**src/rtl/multicycle_sequencer.sv**
```systemverilog
// multicycle_sequencer: FETCH/DECODE/EXEC/MEM/WB instruction sequencer with memory handshakes.
// Optional SEQ_TIMEOUT_EN macro adds an ack-wait watchdog that traps into ERR.
module multicycle_sequencer #(
    parameter int XLEN        = 32,
    parameter int CNT_W       = 16,
    parameter int MEM_TIMEOUT = 15
) (
    input  logic             clk,
    input  logic             rst,
    input  logic             run,
    output logic             imem_req,
    input  logic             imem_ack,
    input  logic [XLEN-1:0]  imem_rdata,
    output logic [XLEN-1:0]  instr,
    input  logic             dec_is_load,
    input  logic             dec_write_en,
    output logic             alu_en,
    output logic             dmem_req,
    input  logic             dmem_ack,
    output logic             rf_we,
    output logic             pc_inc,
    output logic [2:0]       state,
    output logic [CNT_W-1:0] retired,
    output logic             timeout_err
);
    typedef enum logic [2:0] {
        IDLE = 3'd0, FETCH = 3'd1, DECODE = 3'd2, EXEC = 3'd3, MEM = 3'd4, WB = 3'd5, ERR = 3'd6
    } state_t;

    state_t            state_q;
    logic [XLEN-1:0]   instr_q;
    logic [CNT_W-1:0]  retired_q;
    logic              ld_q, we_q;
    logic              imem_req_q, dmem_req_q, alu_en_q, rf_we_q, pc_inc_q;
    logic              retire_d;

    // NOP retires straight out of EXEC; everything else retires out of WB
    assign retire_d = (state_q == WB) || (state_q == EXEC && !ld_q && !we_q);

`ifdef SEQ_TIMEOUT_EN
    localparam int WAIT_W = $clog2(MEM_TIMEOUT + 1);
    logic [WAIT_W-1:0] wait_q;
    logic              timeout_err_q;
    logic              waiting_d, wait_hit_d;
    assign waiting_d   = (state_q == FETCH && !imem_ack) || (state_q == MEM && !dmem_ack);
    assign wait_hit_d  = waiting_d && (wait_q == WAIT_W'(MEM_TIMEOUT - 1));
    assign timeout_err = timeout_err_q;
`else
    assign timeout_err = 1'b0;
`endif

    always_ff @(posedge clk) begin
        if (rst) begin
            state_q    <= IDLE;
            instr_q    <= '0;
            retired_q  <= '0;
            ld_q       <= 1'b0;
            we_q       <= 1'b0;
            imem_req_q <= 1'b0;
            dmem_req_q <= 1'b0;
            alu_en_q   <= 1'b0;
            rf_we_q    <= 1'b0;
            pc_inc_q   <= 1'b0;
`ifdef SEQ_TIMEOUT_EN
            wait_q        <= '0;
            timeout_err_q <= 1'b0;
`endif
        end else begin
            alu_en_q <= 1'b0;
            rf_we_q  <= 1'b0;
            pc_inc_q <= 1'b0;
            case (state_q)
                IDLE: if (run) begin
                    state_q    <= FETCH;
                    imem_req_q <= 1'b1;
                end
                FETCH: if (imem_ack) begin
                    instr_q    <= imem_rdata;
                    imem_req_q <= 1'b0;
                    state_q    <= DECODE;
                end
                DECODE: begin
                    ld_q     <= dec_is_load;
                    we_q     <= dec_write_en;
                    alu_en_q <= 1'b1;
                    state_q  <= EXEC;
                end
                EXEC: if (ld_q) begin
                    dmem_req_q <= 1'b1;
                    state_q    <= MEM;
                end else if (we_q) begin
                    rf_we_q <= 1'b1;
                    state_q <= WB;
                end
                MEM: if (dmem_ack) begin
                    dmem_req_q <= 1'b0;
                    rf_we_q    <= we_q;
                    state_q    <= WB;
                end
                default: ;
            endcase
            if (retire_d) begin
                pc_inc_q   <= 1'b1;
                retired_q  <= retired_q + 1'b1;
                imem_req_q <= run;
                state_q    <= run ? FETCH : IDLE;
            end
`ifdef SEQ_TIMEOUT_EN
            wait_q <= waiting_d ? wait_q + 1'b1 : '0;
            if (wait_hit_d) begin
                imem_req_q    <= 1'b0;
                dmem_req_q    <= 1'b0;
                timeout_err_q <= 1'b1;
                state_q       <= ERR;
            end
`endif
        end
    end

    assign state    = state_q;
    assign instr    = instr_q;
    assign retired  = retired_q;
    assign imem_req = imem_req_q;
    assign dmem_req = dmem_req_q;
    assign alu_en   = alu_en_q;
    assign rf_we    = rf_we_q;
    assign pc_inc   = pc_inc_q;
endmodule
```
**config.mk**
```make
export PLATFORM = sky130hd
export DESIGN_NAME = multicycle_sequencer
export DESIGN_NICKNAME = d
export VERILOG_FILES = /design/src/rtl/multicycle_sequencer.sv
export SDC_FILE = /design/constraint.sdc
export NUM_CORES = 1
export LEC_CHECK = 0
export CAP_MARGIN = 20
export CORE_ASPECT_RATIO = 0.8
export CORE_MARGIN = 2
export CORE_UTILIZATION = 42
export CTS_CLUSTER_DIAMETER = 150
export DETAILED_ROUTE_END_ITERATION = 10
export PLACE_DENSITY = 0.79
export SYNTH_ARGS = -nofsm -noshare
export SYNTH_HDL_FRONTEND = slang
export SYNTH_SLANG_ARGS = --single-unit
```
**constraint.sdc**
```tcl
create_clock -name clk -period 2.2 [get_ports clk]
set_clock_uncertainty 0.05 [all_clocks]
set_input_delay 0.44 -clock clk [delete_from_list [all_inputs] [get_ports clk]]
set_output_delay 0.44 -clock clk [all_outputs]
set_load 0.05 [all_outputs]
```
# Word level (Yosys, flattened, before mapping)
# Index checks and enable logic that the tools add are counted.
# W data, S select, Z words.
dict set report word_totals {
  regBits 58
  input_bits 39
  output_inout_bits 57
  wordCells 56
}
dict set report classes {
  addsub 1
  n_eq_ne 11
  mux 21
  reduce_logical 13
}
# cell n
set op_table {}
lappend op_table {{$mux W3} 6}
lappend op_table {{$add A16 B1 Y16 const B} 1}
lappend op_table {{$pmux W3 S5} 1}
lappend op_table {{$mux W1} 11}
lappend op_table {{$ne A3 B3 Y1 const B} 3}
lappend op_table {{$eq A3 B2 Y1 const B} 2}
lappend op_table {{$eq A3 B3 Y1 const B} 2}
lappend op_table {{$pmux W1 S2} 3}
lappend op_table {{$reduce_and A3 Y1} 2}
lappend op_table {{$reduce_bool A6 Y1} 1}
lappend op_table {{$reduce_and A5 Y1} 1}
lappend op_table {{$ne A2 B2 Y1 const B} 2}
lappend op_table {{$ne A4 B4 Y1 const B} 1}
lappend op_table {{$eq A3 B1 Y1 const B} 1}
lappend op_table {{$logic_not A3 Y1} 1}
lappend op_table {{$reduce_bool A3 Y1} 1}
lappend op_table {{$logic_and A1 B1 Y1} 2}
lappend op_table {{$logic_not A1 Y1} 2}
lappend op_table {{$reduce_and A2 Y1} 1}
lappend op_table {{$reduce_bool A2 Y1} 1}
lappend op_table {{$logic_or A1 B1 Y1} 1}

# Logic depth before layout (Yosys ltp)
# Gate-level depths: netlist (run 1).
dict set report logic_depth {
  depth_word 6
  depth_mapped 6
}

# Least setup slack after synthesis (run 1)
# OpenSTA, ideal clock, no wires.
dict set report synth_path {
  kind {reg2reg}
  start {reg state_q[2], in the netlist state[2]}
  end {reg retired_q[15], in the netlist retired[15]}
  setup_time_ps 121
  t_arrival_ps 1964
  path_slack_ps 65
  path_stages_with_launch 7
  cell_sequence {dfxtp_1 > buf_6 > nor2b_1 > o2111ai_1 > buf_2 > nor4_1 > mux2_2}
}
dict set report synth_between {
  elab_chain_cells 4
  word_cells_on_any_way 5
}
# element line
set synth_lines {}
lappend synth_lines {{start: declaration} 30} ;# state_t state_q;
lappend synth_lines {{start signal: assignment} 106} ;# state_q <= run ? FETCH : IDLE;
lappend synth_lines {{$eq A3 B2 Y1} 38} ;# assign retire_d = (state_q == WB) || (state_q == EXEC && !ld_q && !we_q);
lappend synth_lines {{$logic_and A1 B1 Y1 (2 in a row)} 38}
lappend synth_lines {{$logic_or A1 B1 Y1 *} 38}
lappend synth_lines {{end signal: assignment} 104} ;# retired_q <= retired_q + 1'b1;
lappend synth_lines {{end: declaration} 32} ;# logic [CNT_W-1:0] retired_q;
# Mark *: on every way between the ends. The rest lies on a longest branch, timed or not.
# A chain may end at the register's enable or synchronous reset.

# Final worst setup path (run 1)
dict set report layout_path {
  start {reg retired_q[0], in the netlist retired[0]}
  end {out retired[0]}
}
# element line
set layout_lines {}
lappend layout_lines {{end: declaration} 23} ;# output logic [CNT_W-1:0] retired,
# No word-level cell between the ends.

==> metrics.md, run 1 <==
| Metric | Value |
|---|---|
| Mean Syn Cell Area | `around 8.2 um2` |
| Clk Latency, worst-skew pair | `330 ps` |
| Critical path, cell by cell | `clkdlybuf4s50_1` |
| Number of optimization iterations in the first detailed-route pass | `5` |
| Count of unique library cells instantiated by Yosys | `39` |
| Die boundary height | `70.53 um` |
| Area of combinational cells with multiple inputs | `1041 um2` |
| Ant diodes | `0` |
| Post-Synthesis Cell Area | `2323 um2` |
| Adder and majority cell fraction of the synthesized area | `0.5385%` |
| Number of placement rows | `24` |
| Number of antenna violations at the first check in global routing | `0` |
| Mapped Nets | `between 300 and 400` |
| Weighted congestion at the end of routability-driven global placement | `0.7676` |
| H-tree Lvls | `3` |
| Area enclosed by the die boundary | `6147 um2` |
| Number of nets in the layout | `between 400 and 500` |
| Core Area | `5405 um2` |
| Peak supply drop | `0.4792 mV` |
| Max_cap viols | `0` |
| Clock Path Buffers | `2` |
| Starting density of the core | `42.99%` |
| DR vias/cell | `approximately 5` |
| Root buffer cell | `sky130_fd_sc_hd__clkbuf_8` |
| Clock transition at the registers of the reported paths | `60 ps` |
| Setup violation total in the final timing report | `0` |
| I/O pin count | `96` |
| Slew @ Worst Pin | `517.8 ps` |
| Number of hold-repair buffers added at the cts stage | `0` |
| Crit path required time | `~1700 ps` |
| Data arrival time of the critical path | `1600 ps` |
| Gate count after technology mapping | `about 280` |
| RSZ-0062 raised after global routing | `no` |
| Number of buffers created by CTS | `9` |
| Wire length of the first global-routing pass | `~9.3 mm` |
| Buffers added on ports | `94` |
| Summed area of non-filler cells in the final layout | `3508 um2` |
| Fraction of final layout cells sized beyond drive strength 1 | `8.377%` |
| Largest net degree at the start of global routing | `29` |
| Achievable Freq | `478.3 MHz` |
| Drc violations | `0` |
| Least setup slack across all paths after layout | `109.5 ps` |
| Fraction of the mapped netlist area in simple logic gates | `a little under a quarter` |
| Final worst path period need | `2091 ps` |
| Leading register cell type out of synthesis | `sky130_fd_sc_hd__dfxtp_1` |
| Buf+Inv Stages, Crit Path | `1` |
| Setup Fix Bufs, Post-CTS | `0` |
| Total congestion overflow after global routing | `0` |
| Number of enable flip-flop cells after synthesis | `0` |
| DP HPWL | `a little over 4 mm` |
| Number of DRC markers in iteration 0 | `63` |
| Worst slew margin | `65.37%` |
| Worst Setup Slack post-DPL | `294.9 ps` |
| Seq/Total Area, Yosys | `between 40 and 50%` |
| Final WL | `5.792 mm` |
| Main combinational cell family by area after synthesis | `simple AND/OR/NAND/NOR gates` |
| Multiplexer share of the synthesized area | `roughly 1.3%` |
| Number of global-route vias before repair | `about 2.0k` |
| Critical path peak fanout | `5` |
| Chip width | `87.16 um` |
| Endpoint kind of the worst setup timing path | `output pin` |
| Proportion of register bits with asynchronous set or reset after synthesis | `0%` |
| Reported leakage power | `roughly 1.2 nW` |
| Routed Antenna Nets | `0` |
| Combined flip-flop and latch cell area | `between 1000 and 1500 um2` |
| Number of resized instances in the post-cts repair step | `0` |
| Fillcell total | `about 480` |
| Fraction of the cycle the final worst path needs | `95.02%` |
| Family with the most delay on the worst path | `buffers and inverters` |
| Share of the synthesized area in compound gates (AO/OA/AOI/OAI) | `18.31%` |
| Average wire per cell in the routed design | `roughly 13 um` |
| Area of placed instances | `between 3000 and 4000 um2` |
| CP max stage cell | `sky130_fd_sc_hd__clkdlybuf4s50_1` |
| CTS tree | `yes` |
| Most common cell after layout, fill and taps aside | `sky130_fd_sc_hd__clkdlybuf4s50_1` |
| Startpoint Class | `flip-flop` |
| Largest stage delay on the critical path | `850 ps` |
| Most frequent cells in the layout | `sky130_fd_sc_hd__clkdlybuf4s50_1, sky130_fd_sc_hd__nand2_1, sky130_fd_sc_hd__dfxtp_1` |
| Via count of the routed design | `about 2.3k` |
| Final Hold Violating Endpoints | `0` |
| Path type of the worst setup path | `flip-flop to output pin` |
| Xor and xnor area share after synthesis | `1.131%` |
| FF+latch count, synth | `58` |
| Setup total negative slack | `0 ps` |
| Count of final max-slew check failures | `0` |
| Synthesis-to-finish area growth | `51.00%` |
| Power density over the cells | `765.8 nW/um2` |
| Tightest Hold Check Type | `primary input to flip-flop` |
| Global routing usage summed across all routing layers | `between 10% and 20%` |
| Status | `finished clean` |
| Yosys warnings | `0` |
| TritonCTS sink count | `58` |
path summary, 6_finish.rpt:
kind	start	endpoint	slack [ps]	cells after the start
worst max-delay path	retired[0]	retired[0]	110	1
worst min-delay path	rst	retired[10]	370	2
worst max register to register	ld_q	retired[14]	290	4
worst min register to register	instr[24]	instr[24]	400	2
sequential cells by signal, indices dropped and copies added (netlist names):
name	cells
state	3
instr	32
rf_we	1
pc_inc	1
imem_req	1
retired	16
we_q	1
ld_q	1
dmem_req	1
alu_en	1
cell families after synthesis:
group,count (synthesis)
buffers and inverters,28
AND/OR/NAND/NOR,115
flip-flops,58
other,1
multiplexers,3
XOR/XNOR,3
adder cells (fa/ha/maj),1
AO/OA/AOI/OAI,74
cell usage after synthesis (all sizes together) (2+ instances only):
cell type,number,area share [%]
mux2i,2,0.86
o31ai,7,2.3
buf,5,1.7
nand4,3,0.81
o21ai,7,1.5
a21oi,49,11
nor3,3,0.65
nor2b,3,0.81
o211ai,3,1.2
or4,7,2.3
inv,7,1.1
nor2,13,2.1
o2111ai,2,0.75
clkbuf,16,2.6
nand2,69,11
nand3,4,0.86
xor2,3,1.1
nand2b,2,0.54
dfxtp,58,50
or3,4,1.1
worst reg2reg max path, stage by stage (launching register included):
cell and delay (ps):
sky130_fd_sc_hd__dfxtp_1 370, sky130_fd_sc_hd__nor4b_4 400, sky130_fd_sc_hd__o211ai_2 290, sky130_fd_sc_hd__or4_1 580, sky130_fd_sc_hd__a21oi_1 170
power by group:
group | internal [mW] | switching, mW
combinational | 0.233 | 0.378
sequential | 1.11 | 0.0377
clock | 0.544 | 0.384
total | 1.89 | 0.800
metrics by stage:
stage                     std cells  util, %  total power, mW  hold slack [ps]
after floorplan                 283        -            1.550            444.4
after global placement          432    61.44            1.777            390.3
after detailed placement        432    61.44            1.785            395.7
after CTS                       447    64.86            2.719            352.1
after global routing            447    64.91            2.824            348.1
final                           447    64.91            2.687            368.8
final cells by class:
class | count | share of cell area [%]
clock buffer | 12 | 4.137
clock inverter | 3 | 1.141
timing repair buffer | 105 | 28.89
tap | 65 | 2.318
inverter | 7 | 0.7489
multi-input combinational | 197 | 29.67
sequential | 58 | 33.10
metal layers:
metal | part of all wire [%] | up-vias | track usage [%]
met2 | 48 | 72 | 31.47
met1 | 45 | 1024 | 23.62
li1 | - | 1162 | -
met4 | 0.79 | 0 | 5.299
met5 | 0 | - | 0
met3 | 6.4 | 5 | 9.220
Power figures use the tool's default switching activity.
==> inputs of run 2 (changes only) <==
- CTS_CLUSTER_DIAMETER: 150 -> default
==> results of run 2 <==
Same layout as run 1: the final DEF is identical, and so are final timing and power.
